$ cat config.mk
export PLATFORM = sky130hd
export DESIGN_NAME = alu_muldiv_ctrl
export DESIGN_NICKNAME = d
export VERILOG_FILES = /design/src/rtl/alu_muldiv_ctrl.sv
export SDC_FILE = /design/constraint.sdc
export NUM_CORES = 1
export LEC_CHECK = 0
export CORE_MARGIN = 2
export CORE_UTILIZATION = 55
export CTS_CLUSTER_DIAMETER = 120
export CTS_CLUSTER_SIZE = 30
export DETAILED_ROUTE_END_ITERATION = 7
export PLACE_DENSITY = 0.76
export SYNTH_ARGS = -nofsm -noshare
export SYNTH_HDL_FRONTEND = slang
export SYNTH_SLANG_ARGS = --single-unit
$ cat constraint.sdc
create_clock -name clk_i -period 14 [get_ports clk_i]
set_input_delay 2.1 -clock clk_i [delete_from_list [all_inputs] [get_ports clk_i]]
set_output_delay 2.1 -clock clk_i [all_outputs]
set_load 0.005 [all_outputs]
$ cat src/rtl/alu_muldiv_ctrl.sv
// EX-stage ALU control decode plus HI/LO registers and an iterative one-bit-per-clock
// multiply/divide engine that stalls dependent HI/LO instructions while it runs.
module alu_muldiv_ctrl #(
   parameter int                   WIDTH     = 32,
   parameter int                   ALUOP_W   = 4,
   parameter logic [ALUOP_W-1:0]   R_TYPE_OP = {ALUOP_W{1'b1}}
) (
   input  logic               clk_i,
   input  logic               reset_i,
   input  logic               valid_i,
   input  logic [ALUOP_W-1:0] alu_op_i,
   input  logic [5:0]         func_code_i,
   input  logic [WIDTH-1:0]   op_a_i,
   input  logic [WIDTH-1:0]   op_b_i,
   output logic [ALUOP_W-1:0] alu_ctrl_o,
   output logic               sll_ctrl_o,
   output logic               hilo_rd_o,
   output logic [WIDTH-1:0]   hilo_data_o,
   output logic               stall_o,
   output logic               busy_o,
   output logic               div_by_zero_o
);

   localparam int CNT_W = $clog2(WIDTH) + 1;

   localparam logic [5:0] F_SLL  = 6'b000000, F_SRL  = 6'b000010, F_SRA  = 6'b000011;
   localparam logic [5:0] F_ADD  = 6'b100000, F_ADDU = 6'b100001, F_SUB  = 6'b100010;
   localparam logic [5:0] F_SUBU = 6'b100011, F_AND  = 6'b100100, F_OR   = 6'b100101;
   localparam logic [5:0] F_XOR  = 6'b100110, F_NOR  = 6'b100111, F_SLT  = 6'b101010;
   localparam logic [5:0] F_SLTU = 6'b101011;
   localparam logic [5:0] F_MFHI = 6'b010000, F_MTHI = 6'b010001, F_MFLO = 6'b010010;
   localparam logic [5:0] F_MTLO = 6'b010011;

   typedef enum logic [1:0] {IDLE, RUN, FIXUP} state_t;

   state_t             state_q, state_d;
   logic [CNT_W-1:0]   cnt_q, cnt_d;
   logic [WIDTH-1:0]   hi_q, hi_d, lo_q, lo_d;
   logic [WIDTH-1:0]   up_q, up_d, dn_q, dn_d, b_q, b_d;
   logic               div_q, div_d, neg_q, neg_d, rneg_q, rneg_d;
   logic               dz_q, dz_d;

   logic               r_type, hilo_op, md_op, is_div, sign_a, sign_b, div_zero;
   logic [WIDTH-1:0]   abs_a, abs_b;
   logic [WIDTH:0]     mul_sum, div_shift, div_diff;
   logic [2*WIDTH-1:0] prod_mag, prod_fix;

   // ---------------- decode ----------------
   assign r_type = (alu_op_i == R_TYPE_OP);

   always_comb begin
      alu_ctrl_o = alu_op_i;
      sll_ctrl_o = 1'b0;
      hilo_rd_o  = 1'b0;
      if (r_type) begin
         sll_ctrl_o = (func_code_i == F_SLL) || (func_code_i == F_SRL) || (func_code_i == F_SRA);
         hilo_rd_o  = (func_code_i == F_MFHI) || (func_code_i == F_MFLO);
         case (func_code_i)
            F_SLL:   alu_ctrl_o = ALUOP_W'(4'b0011);
            F_SRL:   alu_ctrl_o = ALUOP_W'(4'b0100);
            F_SRA:   alu_ctrl_o = ALUOP_W'(4'b1101);
            F_ADD:   alu_ctrl_o = ALUOP_W'(4'b0010);
            F_ADDU:  alu_ctrl_o = ALUOP_W'(4'b1000);
            F_SUB:   alu_ctrl_o = ALUOP_W'(4'b0110);
            F_SUBU:  alu_ctrl_o = ALUOP_W'(4'b1001);
            F_AND:   alu_ctrl_o = ALUOP_W'(4'b0000);
            F_OR:    alu_ctrl_o = ALUOP_W'(4'b0001);
            F_XOR:   alu_ctrl_o = ALUOP_W'(4'b1010);
            F_NOR:   alu_ctrl_o = ALUOP_W'(4'b1100);
            F_SLT:   alu_ctrl_o = ALUOP_W'(4'b0111);
            F_SLTU:  alu_ctrl_o = ALUOP_W'(4'b1011);
            default: alu_ctrl_o = '0;
         endcase
      end
   end

   // ---------------- engine control ----------------
   // 0100xx covers MFHI/MTHI/MFLO/MTLO, 0110xx covers MULT/MULTU/DIV/DIVU.
   assign md_op    = (func_code_i[5:2] == 4'b0110);
   assign hilo_op  = valid_i & r_type & ((func_code_i[5:2] == 4'b0100) | md_op);
   assign is_div   = func_code_i[1];
   assign sign_a   = ~func_code_i[0] & op_a_i[WIDTH-1];
   assign sign_b   = ~func_code_i[0] & op_b_i[WIDTH-1];
   assign abs_a    = sign_a ? -op_a_i : op_a_i;
   assign abs_b    = sign_b ? -op_b_i : op_b_i;
   assign div_zero = is_div & (op_b_i == '0);

   assign busy_o        = (state_q != IDLE);
   assign stall_o       = hilo_op & busy_o;
   assign hilo_data_o   = (r_type && func_code_i == F_MFHI) ? hi_q : lo_q;
   assign div_by_zero_o = dz_q;

   // up_q/dn_q hold product high/low during multiply, remainder/quotient during divide.
   assign mul_sum   = {1'b0, up_q} + (dn_q[0] ? {1'b0, b_q} : '0);
   assign div_shift = {up_q, dn_q[WIDTH-1]};
   assign div_diff  = div_shift - {1'b0, b_q};
   assign prod_mag  = {up_q, dn_q};
   assign prod_fix  = neg_q ? -prod_mag : prod_mag;

   always_comb begin
      state_d = state_q;
      cnt_d   = cnt_q;
      hi_d    = hi_q;
      lo_d    = lo_q;
      up_d    = up_q;
      dn_d    = dn_q;
      b_d     = b_q;
      div_d   = div_q;
      neg_d   = neg_q;
      rneg_d  = rneg_q;
      dz_d    = 1'b0;
      case (state_q)
         IDLE: begin
            if (hilo_op && md_op) begin
               if (div_zero) begin
                  dz_d = 1'b1;
               end else begin
                  state_d = RUN;
                  cnt_d   = '0;
                  up_d    = '0;
                  dn_d    = abs_a;
                  b_d     = abs_b;
                  div_d   = is_div;
                  neg_d   = sign_a ^ sign_b;
                  rneg_d  = sign_a;
               end
            end else if (hilo_op && func_code_i == F_MTHI) begin
               hi_d = op_a_i;
            end else if (hilo_op && func_code_i == F_MTLO) begin
               lo_d = op_a_i;
            end
         end
         RUN: begin
            if (div_q) begin
               if (!div_diff[WIDTH]) begin
                  up_d = div_diff[WIDTH-1:0];
                  dn_d = {dn_q[WIDTH-2:0], 1'b1};
               end else begin
                  up_d = div_shift[WIDTH-1:0];
                  dn_d = {dn_q[WIDTH-2:0], 1'b0};
               end
            end else begin
               up_d = mul_sum[WIDTH:1];
               dn_d = {mul_sum[0], dn_q[WIDTH-1:1]};
            end
            cnt_d = cnt_q + 1'b1;
            if (cnt_q == CNT_W'(WIDTH - 1))
               state_d = FIXUP;
         end
         FIXUP: begin
            if (div_q) begin
               lo_d = neg_q  ? -dn_q : dn_q;
               hi_d = rneg_q ? -up_q : up_q;
            end else begin
               {hi_d, lo_d} = prod_fix;
            end
            state_d = IDLE;
         end
         default: state_d = IDLE;
      endcase
   end

   always_ff @(posedge clk_i or posedge reset_i) begin
      if (reset_i) begin
         state_q <= IDLE;
         cnt_q   <= '0;
         hi_q    <= '0;
         lo_q    <= '0;
         up_q    <= '0;
         dn_q    <= '0;
         b_q     <= '0;
         div_q   <= 1'b0;
         neg_q   <= 1'b0;
         rneg_q  <= 1'b0;
         dz_q    <= 1'b0;
      end else begin
         state_q <= state_d;
         cnt_q   <= cnt_d;
         hi_q    <= hi_d;
         lo_q    <= lo_d;
         up_q    <= up_d;
         dn_q    <= dn_d;
         b_q     <= b_d;
         div_q   <= div_d;
         neg_q   <= neg_d;
         rneg_q  <= rneg_d;
         dz_q    <= dz_d;
      end
   end

endmodule
# Word-level counts from Yosys, hierarchy flattened
# Memories as Yosys holds them, arrays and structs flattened.
# Cells that the tools add are included.
# totals
ff_bits,172
rom_bits,256
n_memories,1
# mem_list
memory,words,word_bits,rd,rd_clocked_by_memory_dff,wr,line_no,rtl
(no name shown),64,4,1,0,0,58,case (func_code_i)
# op_classes
add_sub_neg,8
n_eq_ne,19
n_mux,39
n_bitwise,10
reduce_logical,18
# op_table
cell,count
$mux 32,20
$pmux 32 s2,4
$neg 32->32,4
$mux 64,1
$neg 64->64,1
$add 32x32->33,1
$sub 33x32->33,1
$logic_not 32->1,1
$eq 6x5->1 const B,5
$ne 2x2->1 const B,7
$eq 6x2->1 const B,2
$mux 6,2
$pmux 6 s2,1
$reduce_and 3->1,4
$eq 4x3->1 const B,2
$add 6x1->6 const B,1
$and 1x1->1,6
$logic_not 6->1,1
$mux 1,6
$mux 2,3
$reduce_bool 2->1,3
$eq 4x4->1 const B,1
$logic_and 1x1->1,4
$mux 4,1
other kinds (9),12

# Depth between registers and ports, before layout
# Gate-level depths: netlist of the first run.
# depth
ltp_word,8
mapped_depth,16
depth_no_buf,14

# Least setup slack after synthesis of the first run
# No wires, ideal clock.
# synth_timing
path_type,input to output
start,in func_code_i[3]
end,out hilo_data_o[10]
arrival_time_ns,3.377
setup_slack_ns,8.523
stages,5
path_buffers,2
cell_sequence,clkbuf_1 nor3_1 nand4_1 clkbuf_1 mux2_2
# synth_via
elab_chain_len,3
# synth_lines
element,line_no,rtl
from (decl),12,"input logic [5:0] func_code_i,"
$eq 6x5->1,90,assign hilo_data_o = (r_type && func_code_i == F_MFHI) ? hi_q : lo_q;
$logic_and 1x1->1,90,
$mux 32,90,
to (decl),18,"output logic [WIDTH-1:0] hilo_data_o,"
# Every way passes these cells.

# Final worst setup path of the first run
# layout_timing
start,in func_code_i[0]
end,out hilo_data_o[28]
# Same word-level chain as after synthesis.

==> metrics.sh, run 1 <==
RUN_STATUS='complete, no violations'
SYNTH.CELL_AREA_UM2=14900
MAX_CLOCK_FREQ_GHz=0.147
FINALCRITICALPERIOD_NS=6.79
SYNTH_CELLS=1858
PROPORTION_OF_LAYOUT_CELLS_WITH_A_DRIVE_SUFFIX_ABOVE_1=0.0621
DETAIL_ROUTE.ITER0.VIOLATIONS=1338
CLOCK_LATENCY_LATE_SINK_NS=0.46
CTS_NUM_SINKS=172
TIMING.CRITICAL_PATH.ARRIVAL_NS=4.69
POST_CTS_RESIZE_COUNT=0
TRITONCTS='yes'
WORSTREG2REGSTART='dn_q[31]'
DETAILEDROUTE.FIRSTPASSITERATIONCOUNT=6
AREA_DELTA_SYNTH_FINAL_PCT=13.0
SYNTH_CELL_TYPE_COUNT=72
SYNTH-WARNING-COUNT=0
NUMBER_OF_PORT_BUFFERS=117
GP_ROUTABILITY_CONGESTION=0.985
SYNTH_NETS=2010
SW_FRAC_OF_TOTAL=0.470
HP-START='cnt_q[5]'
SYNTH_FLOP_CELL='dfrtp_1'
CLOCK_POWER_SHARE=0.156
ROUTE.DETAILED.DRC=0
DIE_HEIGHT_UM=168
ROUTEDWLPERCELL_UM=21.6
NUMPLACEDINSTANCES=2224
POWER.SHARE.SEQUENTIAL=0.288
NNETSFINAL=2054
GRT.OVERFLOW.TOTAL=0
POST-DP-HPWL_UM=36300
FIRST_PASS_GRT_WIRE_LENGTH_UM=76700
MAXCAPVIOLCOUNT=0
SETUP_VIOL_COUNT_FINAL=0
CORE_REGION_UM2=26700
ROUTED-VIA-COUNT=14650
DIE_X_UM=168
LAYOUT.CELL_AREA.NON_FILLER_UM2=16800
GRT_SETUP_UNREPAIRED='no'
SLEW-LIMIT-HEADROOM=0.200
FINALCRITPERIODSHARE=0.485
LAYOUT.CELLS.MOST_COMMON_LIST='o21ai_0, nand2_1, nor2_1, dfrtp_1, a21oi_1'
SYNTH_ENABLE_FLOP_CELLS=0
ANTENNA_LEFT=0
DIODES=0
POWER.STATIC_LEAKAGE_uW=0.00730
FLOORPLAN.IO_PINS=118
GRT_START_MAX_NET_PINS=105
WORST-SLEW-PIN-TRANSITION_NS=1.20
CRITICAL_PATH.STARTPOINT='func_code_i[0]'
GRT_PASS1_VIAS=13835
DRT_WL_TOTAL_UM=48600
TIMING.CRITICAL_PATH.REQUIRED_NS=11.90
PLACEMENT_ROWS=60
ANTENNA_FOUND_INITIAL=0
LAYOUT_COMMONEST_CELL='o21ai_0'
DETAIL_ROUTE.VIAS_PER_CELL=6.49
CRITPATHKIND='in -> out'
FINAL_CELL_COUNT_NO_FILL=2256
STARTPOINT_TYPE='input pin'
POWER.DENSITY_CELL_AREA_nW_PER_UM2=189
SYN_AREA_PER_CELL_UM2=8.00
PEAKVDDDROP_mV=0.0931
CTS.CLK_SLEW.WORST_PATHS_NS=0.07
YOSYS_REGISTER_BITS=172
CTSHOLDBUFFERS=0
SYNTH_ASYNC_SR_FLOP_SHARE=1.00
CTS.REPAIR_TIMING.SETUP_BUFFER_COUNT=0
FIN_TNS_SETUP_NS=0
CRITPATHCAPTURETYPE='output port'
FINAL_HOLD_VIO_COUNT=0
CLOCKBUFFERDEPTH=2
CLOCKROOTBUFFER='clkbuf_16'
FINALCLOCKSKEW_NS=0.0152
POSTPLACECELLAREA_UM2=16200
YOSYSSEQAREASHARE=0.289
DIE_AREA_UM2=28400
INITIAL_UTILIZATION=0.556
GLOBAL_ROUTE.USAGE.TOTAL=0.344
COMBPWRFRAC=0.556
CTS_MADE_BUFFERS=17
CTS-HTREE-LEVELS=4
CRITICAL_PATH_PEAK_FANOUT=32
HOLD_PATH.CLASS='reg -> reg'
P_SW_uW=1490
INTERNAL_POWER_uW=1680
SLEW_VIOLS_FINAL=0
Yosys cell counts, drive strengths merged, types with 4 or more instances:
cell | number | area share
o21ai | 193 | 0.065
nand2 | 190 | 0.048
nor2 | 176 | 0.045
dfrtp | 172 | 0.29
a21oi | 141 | 0.048
xnor2 | 113 | 0.067
clkbuf | 98 | 0.025
ha | 73 | 0.061
xor2 | 66 | 0.039
mux2i | 64 | 0.043
inv | 63 | 0.016
a21o | 47 | 0.024
nor3 | 35 | 0.012
o211ai | 35 | 0.018
mux2 | 33 | 0.025
a31oi | 26 | 0.011
o31ai | 25 | 0.013
a22oi | 21 | 0.011
nor2b | 21 | 0.0088
nor4 | 21 | 0.0088
nand3 | 18 | 0.0061
or3 | 18 | 0.0079
a211oi | 17 | 0.0086
nand2b | 17 | 0.0072
nand4 | 17 | 0.0072
a221oi | 16 | 0.0094
buf | 15 | 0.0056
and3 | 13 | 0.0055
o41ai | 13 | 0.0077
or4 | 10 | 0.0063
o21a | 8 | 0.0040
o21bai | 7 | 0.0035
a221o | 6 | 0.0040
a31o | 6 | 0.0035
or2 | 6 | 0.0025
and2 | 5 | 0.0021
nand4b | 5 | 0.0029
o22ai | 5 | 0.0021
a311oi | 4 | 0.0024
nand3b | 4 | 0.0029
o221ai | 4 | 0.0024
kinds of logic after synthesis:
family | synth area share
and+or+nand+nor | 0.177
AOI/OAI and AO/OA | 0.250
xor gates and xnor gates | 0.105
DFF | 0.289
buffers and inverters | 0.0462
adders and majority gates | 0.0641
muxes | 0.0681
metrics by stage:
stage | setup slack, ns | hold WS, ns | utilization | power (µW)
floorplan | 7.24 | 0.436 | - | 2130
global placement | 7.37 | 0.459 | 0.607 | 2600
detailed placement | 7.21 | 0.460 | 0.607 | 2630
CTS | 7.24 | 0.472 | 0.629 | 3130
global route | 7.09 | 0.507 | 0.629 | 3380
finish | 7.21 | 0.472 | 0.629 | 3170
critical path, stage by stage:
cell and delay [ns]:
clkdlybuf4s50_1 0.70, inv_1 0.17, ha_1 0.29, nand4_1 0.13, buf_4 0.40, mux2_2 0.40, clkdlybuf4s50_1 0.47
final timing paths:
kind	to	slack [ns]	depth (start not counted)
max	hilo_data_o[28]	7.21	7
max in group asynchronous	div_q	10.65	3
min in group asynchronous	b_q[3]	2.02	2
min reg2reg	state_q[1]	0.47	1
min	state_q[1]	0.47	1
max reg2reg	up_q[29]	8.94	13
power by group through the flow:
| stage | registers [µW] | clock network [µW] | logic, µW |
|---|---|---|---|
| 6_report | 914 | 493 | 1760 |
| 5_1_grt | 932 | 512 | 1930 |
| 4_1_cts | 905 | 495 | 1730 |
| 3_5_place_dp | 914 | 0 | 1720 |
| 3_3_place_gp | 913 | 0 | 1690 |
| 2_1_floorplan | 786 | 0 | 1340 |
layout make-up:
type,instances,area (µm²)
Clock buffer,19,443
Tap cell,341,427
Timing Repair Buffer,138,1330
Multi-Input combinational cell,1510,9910
Fill cell,2337,9920
Sequential cell,172,4310
Inverter,63,241
Clock inverter,13,150
per-layer routing:
layer	wire length (µm)	vias to the layer above	GRT usage	part of all wire
met2	22500	718	0.564	0.46
met5	0	-	0	0
li1	-	6803	-	-
met3	3430	125	0.0489	0.071
met4	2020	0	0.156	0.042
met1	20700	7004	0.453	0.43
sequential cells by signal, indices dropped and copies added, names as in the netlist:
name           count
b_q               32
dn_q              32
hi_q              32
lo_q              32
up_q              32
cnt_q              6
state_q            2
div_by_zero_o      1
div_q              1
neg_q              1
rneg_q             1
Note: power is estimated with default switching activity, not from simulation.
==> run 2: changes to the inputs <==
==> constraint.sdc (replaced) <==
create_clock -name clk_i -period 6.3 [get_ports clk_i]
set_input_delay 0.945 -clock clk_i [delete_from_list [all_inputs] [get_ports clk_i]]
set_output_delay 0.945 -clock clk_i [all_outputs]
set_load 0.005 [all_outputs]
==> run 2 against run 1 <==
  * First-iteration DRC count rose by 23%
  * Largest cell class unchanged
  * Combinational power rose by 120%
  * Die area did not move
  * Register-to-register slack got worse by 7.7 ns
  * Non-clock buffer count increased by 3
  * Final cell count is essentially flat
  * Total power rose by 120%
  * Largest power group unchanged
  * Setup slack got worse by 5.9 ns
  * Critical path depth grew 7
  * Flip-flop and latch count stayed put
  * Via count is essentially flat
  * Cell area up 0.11%
==> metrics.sh, run 2 (synthesis results as in run 1) <==
INTERNAL_POWER_uW=3700
SLEW_VIOLS_FINAL=0
COMBPWRFRAC=0.563
SW_FRAC_OF_TOTAL=0.472
CTS.REPAIR_TIMING.SETUP_BUFFER_COUNT=0
CRIT_PATH_BUF_INV_COUNT=2
MAX_CLOCK_FREQ_GHz=0.199
CTS_NUM_SINKS=172
DIE_X_UM=168
MIN_TO='state_q[1]'
TIMING.REG2REG.WORST_PATH_DEPTH=14
GP_ROUTABILITY_CONGESTION=0.949
WORST-SLEW-PIN-TRANSITION_NS=1.17
GRT_PASS1_VIAS=13868
WORSTREG2REGSTART='dn_q[31]'
DETAIL_ROUTE.VIAS_PER_CELL=6.49
FIN_WORST_HOLD_SLACK_NS=0.472
INITIAL_UTILIZATION=0.556
FINAL_HOLD_VIO_COUNT=0
LAYOUT.CELL_AREA.NON_FILLER_UM2=16800
NUMBER_OF_PORT_BUFFERS=117
R2R-END='up_q[23]'
POST-DP-HPWL_UM=36100
CLOCK_LATENCY_LATE_SINK_NS=0.45
FIRST_PASS_GRT_WIRE_LENGTH_UM=77200
FLOORPLAN.IO_PINS=118
DIE_AREA_UM2=28400
TRITONCTS='yes'
DETAILEDROUTE.FIRSTPASSITERATIONCOUNT=6
CLOCKROOTBUFFER='clkbuf_16'
GR-USAGE-MET2=0.559
POWER.DENSITY_CELL_AREA_nW_PER_UM2=416
GRT_START_MAX_NET_PINS=105
CLOCKBUFFERDEPTH=2
CRITPATHSLOWESTCELL='a2111oi_0'
SLEW-LIMIT-HEADROOM=0.218
FINALCRITPERIODSHARE=0.798
HP-START='cnt_q[5]'
HOLD_PATH.CLASS='reg -> reg'
PRECTSSETUPSLACK_NS=1.33
ROUTED-VIA-COUNT=14663
P_SW_uW=3300
CLOCK_POWER_SHARE=0.151
CTS_MADE_BUFFERS=17
CRITPATHKIND='reg -> reg'
POST_CTS_RESIZE_COUNT=0
CTS.CLK_SLEW.WORST_PATHS_NS=0.08
RUN_STATUS='complete, no violations'
CTS-HTREE-LEVELS=4
ROUTEDWLPERCELL_UM=21.6
STARTPOINT_TYPE='flip-flop'
PATH_DELAY_FAMILY='compound AO/OA/AOI/OAI gates'
DETAIL_ROUTE.ITER0.VIOLATIONS=1648
NNETSFINAL=2057
CP_CELL_SEQUENCE='inv_1 -> ha_1 -> fa_1 -> nand2b_1 -> a21oi_1 -> o21ai_0 -> a2111oi_0 -> o221ai_1 -> nand2b_1 -> a221o_2 -> buf_4 -> mux2i_1 -> a21oi_1 -> a21o_1'
AREA_DELTA_SYNTH_FINAL_PCT=13.1
GRT_USE_MET1=0.462
LAYOUT.CELLS.MOST_COMMON_LIST='o21ai_0, nand2_1, nor2_1, dfrtp_1, a21oi_1'
CRITPATHCAPTURETYPE='flip-flop'
CRITICAL_PATH_PEAK_FANOUT=32
POWER.STATIC_LEAKAGE_uW=0.00731
FILLCELLCOUNT=2311
FINALCLOCKSKEW_NS=0.0180
FINAL_CRITICAL_PATH_SETUP_SLACK_NS=1.27
CP_SLOWEST_STAGE_DELAY_NS=0.93
GLOBAL_ROUTE.USAGE.TOTAL=0.344
CTSHOLDBUFFERS=0
PEAKVDDDROP_mV=0.221
DIODES=0
MAXCAPVIOLCOUNT=0
DRT_WL_TOTAL_UM=48800
ROUTE.DETAILED.DRC=0
FIN_TNS_SETUP_NS=0
PROPORTION_OF_LAYOUT_CELLS_WITH_A_DRIVE_SUFFIX_ABOVE_1=0.0636
POSTPLACECELLAREA_UM2=16200
GRT.OVERFLOW.TOTAL=0
LAYOUT_COMMONEST_CELL='o21ai_0'
FLOP2FLOP_SETUP_SLACK_NS=1.27
SETUP_VIOL_COUNT_FINAL=0
ANTENNA_LEFT=0
PLACEMENT_ROWS=60
TIMING.CRITICAL_PATH.REQUIRED_NS=6.64
GRT.MET3_USAGE=0.0472
ANTENNA_FOUND_INITIAL=0
POWER.SHARE.SEQUENTIAL=0.286
WORST_HOLD_PATH.NUM_CELLS=1
FINALCRITICALPERIOD_NS=5.03
CRITICAL_PATH.STARTPOINT='dn_q[31]'
DIE_HEIGHT_UM=168
CORE_REGION_UM2=26700
GRT_SETUP_UNREPAIRED='no'
GRT-BUSIEST-LAYER='met2'
TIMING.CRITICAL_PATH.ARRIVAL_NS=5.37
run 2: changes by cell type in the layout (fill, tap and decap cells not counted), sizes merged:
| cell | previous run | this run |
|---|---|---|
| bufinv | 1 | 0 |
| clkinvlp | 2 | 1 |
| clkinv | 4 | 7 |
| buf | 21 | 24 |
| clkbuf | 19 | 17 |
run 2: final cells by class:
cell class	instances	area, µm²	area share
multi-input cells	1510	9910	0.589
flip-flops and latches	172	4310	0.256
repair buffers	141	1360	0.0811
well taps	341	427	0.0254
clock buffers	17	425	0.0253
inverters	63	241	0.0144
clock inverters	14	151	0.00900
run 2: power groups by stage:
stage | clock network [µW] | logic [µW] | registers [µW]
final | 1060 | 3940 | 2000
after global routing | 1100 | 4320 | 2050
after CTS | 1070 | 3870 | 1980
after detailed placement | 0 | 3840 | 2000
after global placement | 0 | 3780 | 1990
after floorplan | 0 | 2980 | 1750
run 2: stage by stage:
stage / utilization / power (µW) / cells
final: 0.629 / 7000 / 2258
after global routing: 0.629 / 7470 / 2258
after CTS: 0.629 / 6910 / 2258
after detailed placement: 0.608 / 5840 / 2227
after global placement: 0.608 / 5770 / 2227
after floorplan: - / 4720 / 1858
run 2: worst max path at each step:
| stage | cells after the start | slack (ns) | endpoint |
|---|---|---|---|
| after global placement | 14 | 1.37 | up_q[23] |
| after global routing | 14 | 1.15 | up_q[23] |
| after floorplan | 1 | 0.69 | b_q[0] |
| final | 14 | 1.27 | up_q[23] |
| after detailed placement | 14 | 1.33 | up_q[23] |
| after CTS | 14 | 1.33 | up_q[23] |
run 2: per-layer routing:
metal  share of wire  wire length (µm)  vias to the layer above
li1                -                 -                     6798
met1            0.42             20600                     6973
met2            0.46             22400                      750
met3           0.077              3780                      142
met4           0.042              2070                        0
met5               0                 0                        -
run 2: worst register-to-register path, delay by kind of cell (launching register included):
family	cells	cell delay, ns
buf+inv	2	0.47
mux	1	0.20
simple gates	2	0.42
fa+ha+maj	2	0.70
flops	1	0.37
compound gates	7	2.77
==> run 3: changes to the inputs <==
--- a/config.mk
+++ b/config.mk
@@ -10,7 +10,7 @@
 export CTS_CLUSTER_DIAMETER = 120
 export CTS_CLUSTER_SIZE = 30
 export DETAILED_ROUTE_END_ITERATION = 7
-export PLACE_DENSITY = 0.76
+export PLACE_DENSITY = 0.79
 export SYNTH_ARGS = -nofsm -noshare
 export SYNTH_HDL_FRONTEND = slang
 export SYNTH_SLANG_ARGS = --single-unit
==> constraint.sdc (replaced) <==
create_clock -name clk_i -period 4.3 [get_ports clk_i]
set_input_delay 0.645 -clock clk_i [delete_from_list [all_inputs] [get_ports clk_i]]
set_output_delay 0.645 -clock clk_i [all_outputs]
set_load 0.005 [all_outputs]
==> run 3 against run 2 <==
  * Register-to-register slack worse by 0.99 ns
  * The run now ends with design-rule violations left
  * Clock-buffer cell count up 1
  * Routed wire length up 0.51%
  * Largest power group unchanged
  * Critical endpoint is now up_q[19]
==> metrics.sh, run 3 (synthesis results as in run 1) <==
GRT_PASS1_VIAS=13955
DIODES=0
CTS_NUM_SINKS=172
NUMBER_OF_PORT_BUFFERS=117
HP-START='cnt_q[5]'
CRITICAL_PATH_PEAK_FANOUT=24
CTS.CLK_SLEW.WORST_PATHS_NS=0.08
COMBPWRFRAC=0.576
FILLCELLCOUNT=2280
PLACEMENT_ROWS=60
TRITONCTS='yes'
NUMPLACEDINSTANCES=2253
ROUTEDWLPERCELL_UM=21.5
GP_ROUTABILITY_CONGESTION=0.936
FINAL_HOLD_VIO_COUNT=0
SETUP_VIOL_COUNT_FINAL=0
FLOORPLAN.IO_PINS=118
POWER.STATIC_LEAKAGE_uW=0.00745
AREA_DELTA_SYNTH_FINAL_PCT=14.9
HOLD_PATH.CLASS='reg -> reg'
MAX_CLOCK_FREQ_GHz=0.249
DIE_X_UM=168
DIE_HEIGHT_UM=168
TIMING.CRITICAL_PATH.REQUIRED_NS=4.63
LAYOUT_COMMONEST_CELL='o21ai_0'
FLOP2FLOP_SETUP_SLACK_NS=0.29
ROUTE.DETAILED.DRC=3
CTS-HTREE-LEVELS=4
GRT_SETUP_UNREPAIRED='no'
INTERNAL_POWER_uW=5540
ANTENNA_LEFT=0
CTS_MADE_BUFFERS=17
POWER.DENSITY_CELL_AREA_nW_PER_UM2=615
P_SW_uW=4960
FINALCRITICALPERIOD_NS=4.01
VIOLATIONS='design-rule violations'
WORSTREG2REGSTART='dn_q[31]'
ROUTED-VIA-COUNT=14814
CLOCK_POWER_SHARE=0.149
CP_SLOWEST_STAGE_DELAY_NS=0.57
LAYOUT.CELLS.MOST_COMMON_LIST='o21ai_0, nand2_1, nor2_1, dfrtp_1, a21oi_1'
FINALCRITPERIODSHARE=0.933
DRT_WL_TOTAL_UM=49000
CRITPATHCAPTURETYPE='flip-flop'
FIN_WORST_HOLD_SLACK_NS=0.472
NNETSFINAL=2083
FIN_TNS_SETUP_NS=0
GLOBAL_ROUTE.USAGE.TOTAL=0.343
MAXCAPVIOLCOUNT=0
RUN_STATUS='complete, but fails checks'
WORST-SLEW-PIN-TRANSITION_NS=1.07
PEAKVDDDROP_mV=0.311
CLOCK_LATENCY_LATE_SINK_NS=0.45
MIN_TO='state_q[1]'
DETAIL_ROUTE.ITER0.VIOLATIONS=1670
CRITPATHSLOWESTCELL='a2111oi_1'
CTS.REPAIR_TIMING.SETUP_BUFFER_COUNT=0
DETAILEDROUTE.FIRSTPASSITERATIONCOUNT=8
ANTENNA_FOUND_INITIAL=0
STARTPOINT_TYPE='flip-flop'
DIE_AREA_UM2=28400
TIMING.REG2REG.WORST_PATH_DEPTH=14
CRITPATHKIND='reg -> reg'
CLOCKBUFFERDEPTH=2
WORST_HOLD_PATH.NUM_CELLS=1
POWER.SHARE.SEQUENTIAL=0.275
DETAIL_ROUTE.VIAS_PER_CELL=6.48
SW_FRAC_OF_TOTAL=0.472
TIMING.CRITICAL_PATH.ARRIVAL_NS=4.34
SLEW_VIOLS_FINAL=0
GRT.OVERFLOW.TOTAL=0
SLEW-LIMIT-HEADROOM=0.286
CP_CELL_SEQUENCE='inv_1 -> ha_1 -> fa_1 -> nand2b_1 -> a21oi_1 -> o21ai_0 -> a2111oi_1 -> o221ai_1 -> nand2b_1 -> a221o_2 -> buf_12 -> mux2_2 -> a21oi_1 -> nor2_1'
FINALCLOCKSKEW_NS=0.0143
R2R-END='up_q[19]'
FIRST_PASS_GRT_WIRE_LENGTH_UM=76900
CLOCKROOTBUFFER='clkbuf_16'
INITIAL_UTILIZATION=0.556
GRT_START_MAX_NET_PINS=100
PROPORTION_OF_LAYOUT_CELLS_WITH_A_DRIVE_SUFFIX_ABOVE_1=0.0777
POST-DP-HPWL_UM=36200
FINAL_CELL_COUNT_NO_FILL=2285
CORE_REGION_UM2=26700
==> run 3: changes by cell type in the layout (fill, tap and decap cells not counted), moves of 2 or more <==
cell,change
clkinv_4,-2
buf_4,+22
clkinvlp_4,+3
buf_12,+4
==> run 3: area by class of cell <==
class	instances	area, µm²	area share
multi-input combinational	1510	9920	0.581
sequential	172	4310	0.252
timing repair buffer	167	1610	0.0942
clock buffer	18	429	0.0251
tap	341	427	0.0250
inverter	63	244	0.0143
clock inverter	14	148	0.00864
==> run 3: critical path: cells and delay by family, from the launching register on <==
family	cells	cell delay, ns
buf+inv	2	0.36
compound gates	6	1.75
mux	1	0.35
fa+ha+maj	2	0.66
flops	1	0.37
simple gates	3	0.42
==> run 3: worst max-delay path by stage <==
stage / slack, ns / end / depth (start not counted) / start
2_1_floorplan: 0.78 / up_q[6] / 15 / dn_q[31]
3_3_place_gp: 0.37 / up_q[19] / 14 / dn_q[31]
3_5_place_dp: 0.29 / up_q[19] / 14 / dn_q[31]
4_1_cts: 0.25 / up_q[19] / 14 / dn_q[31]
5_1_grt: 0.06 / up_q[29] / 12 / up_q[5]
6_report: 0.29 / up_q[19] / 14 / dn_q[31]
==> run 3: metal layers <==
metal	part of all wire	global-route usage	vias to the layer above
met5	0	0	-
met4	0.041	0.147	0
met3	0.087	0.0508	129
met2	0.46	0.561	813
met1	0.41	0.455	7010
li1	-	-	6862
==> run 3: power by group through the flow <==
stage          Clock, µW  Combinational, µW  Sequential (µW)
2_1_floorplan          0               4360             2560
3_3_place_gp           0               5780             2850
3_5_place_dp           0               5890             2870
4_1_cts             1570               5930             2850
5_1_grt             1640               6570             2950
6_report            1570               6050             2890
==> run 3: repair_timing <==
action / CTS / global route
endpoints found under the setup margin: 0 / 5
gates resized for setup: 0 / 3
hold buffers: 0 / 0
==> run 3: stage by stage <==
step	total power (µW)	cell area, µm²	setup slack (ns)	utilization
after floorplan	6920	14900	0.783	-
after global placement	8630	16500	0.371	0.617
after detailed placement	8760	16500	0.291	0.617
after CTS	10300	17100	0.248	0.639
after global routing	11200	17100	0.0640	0.639
final	10500	17100	0.287	0.639
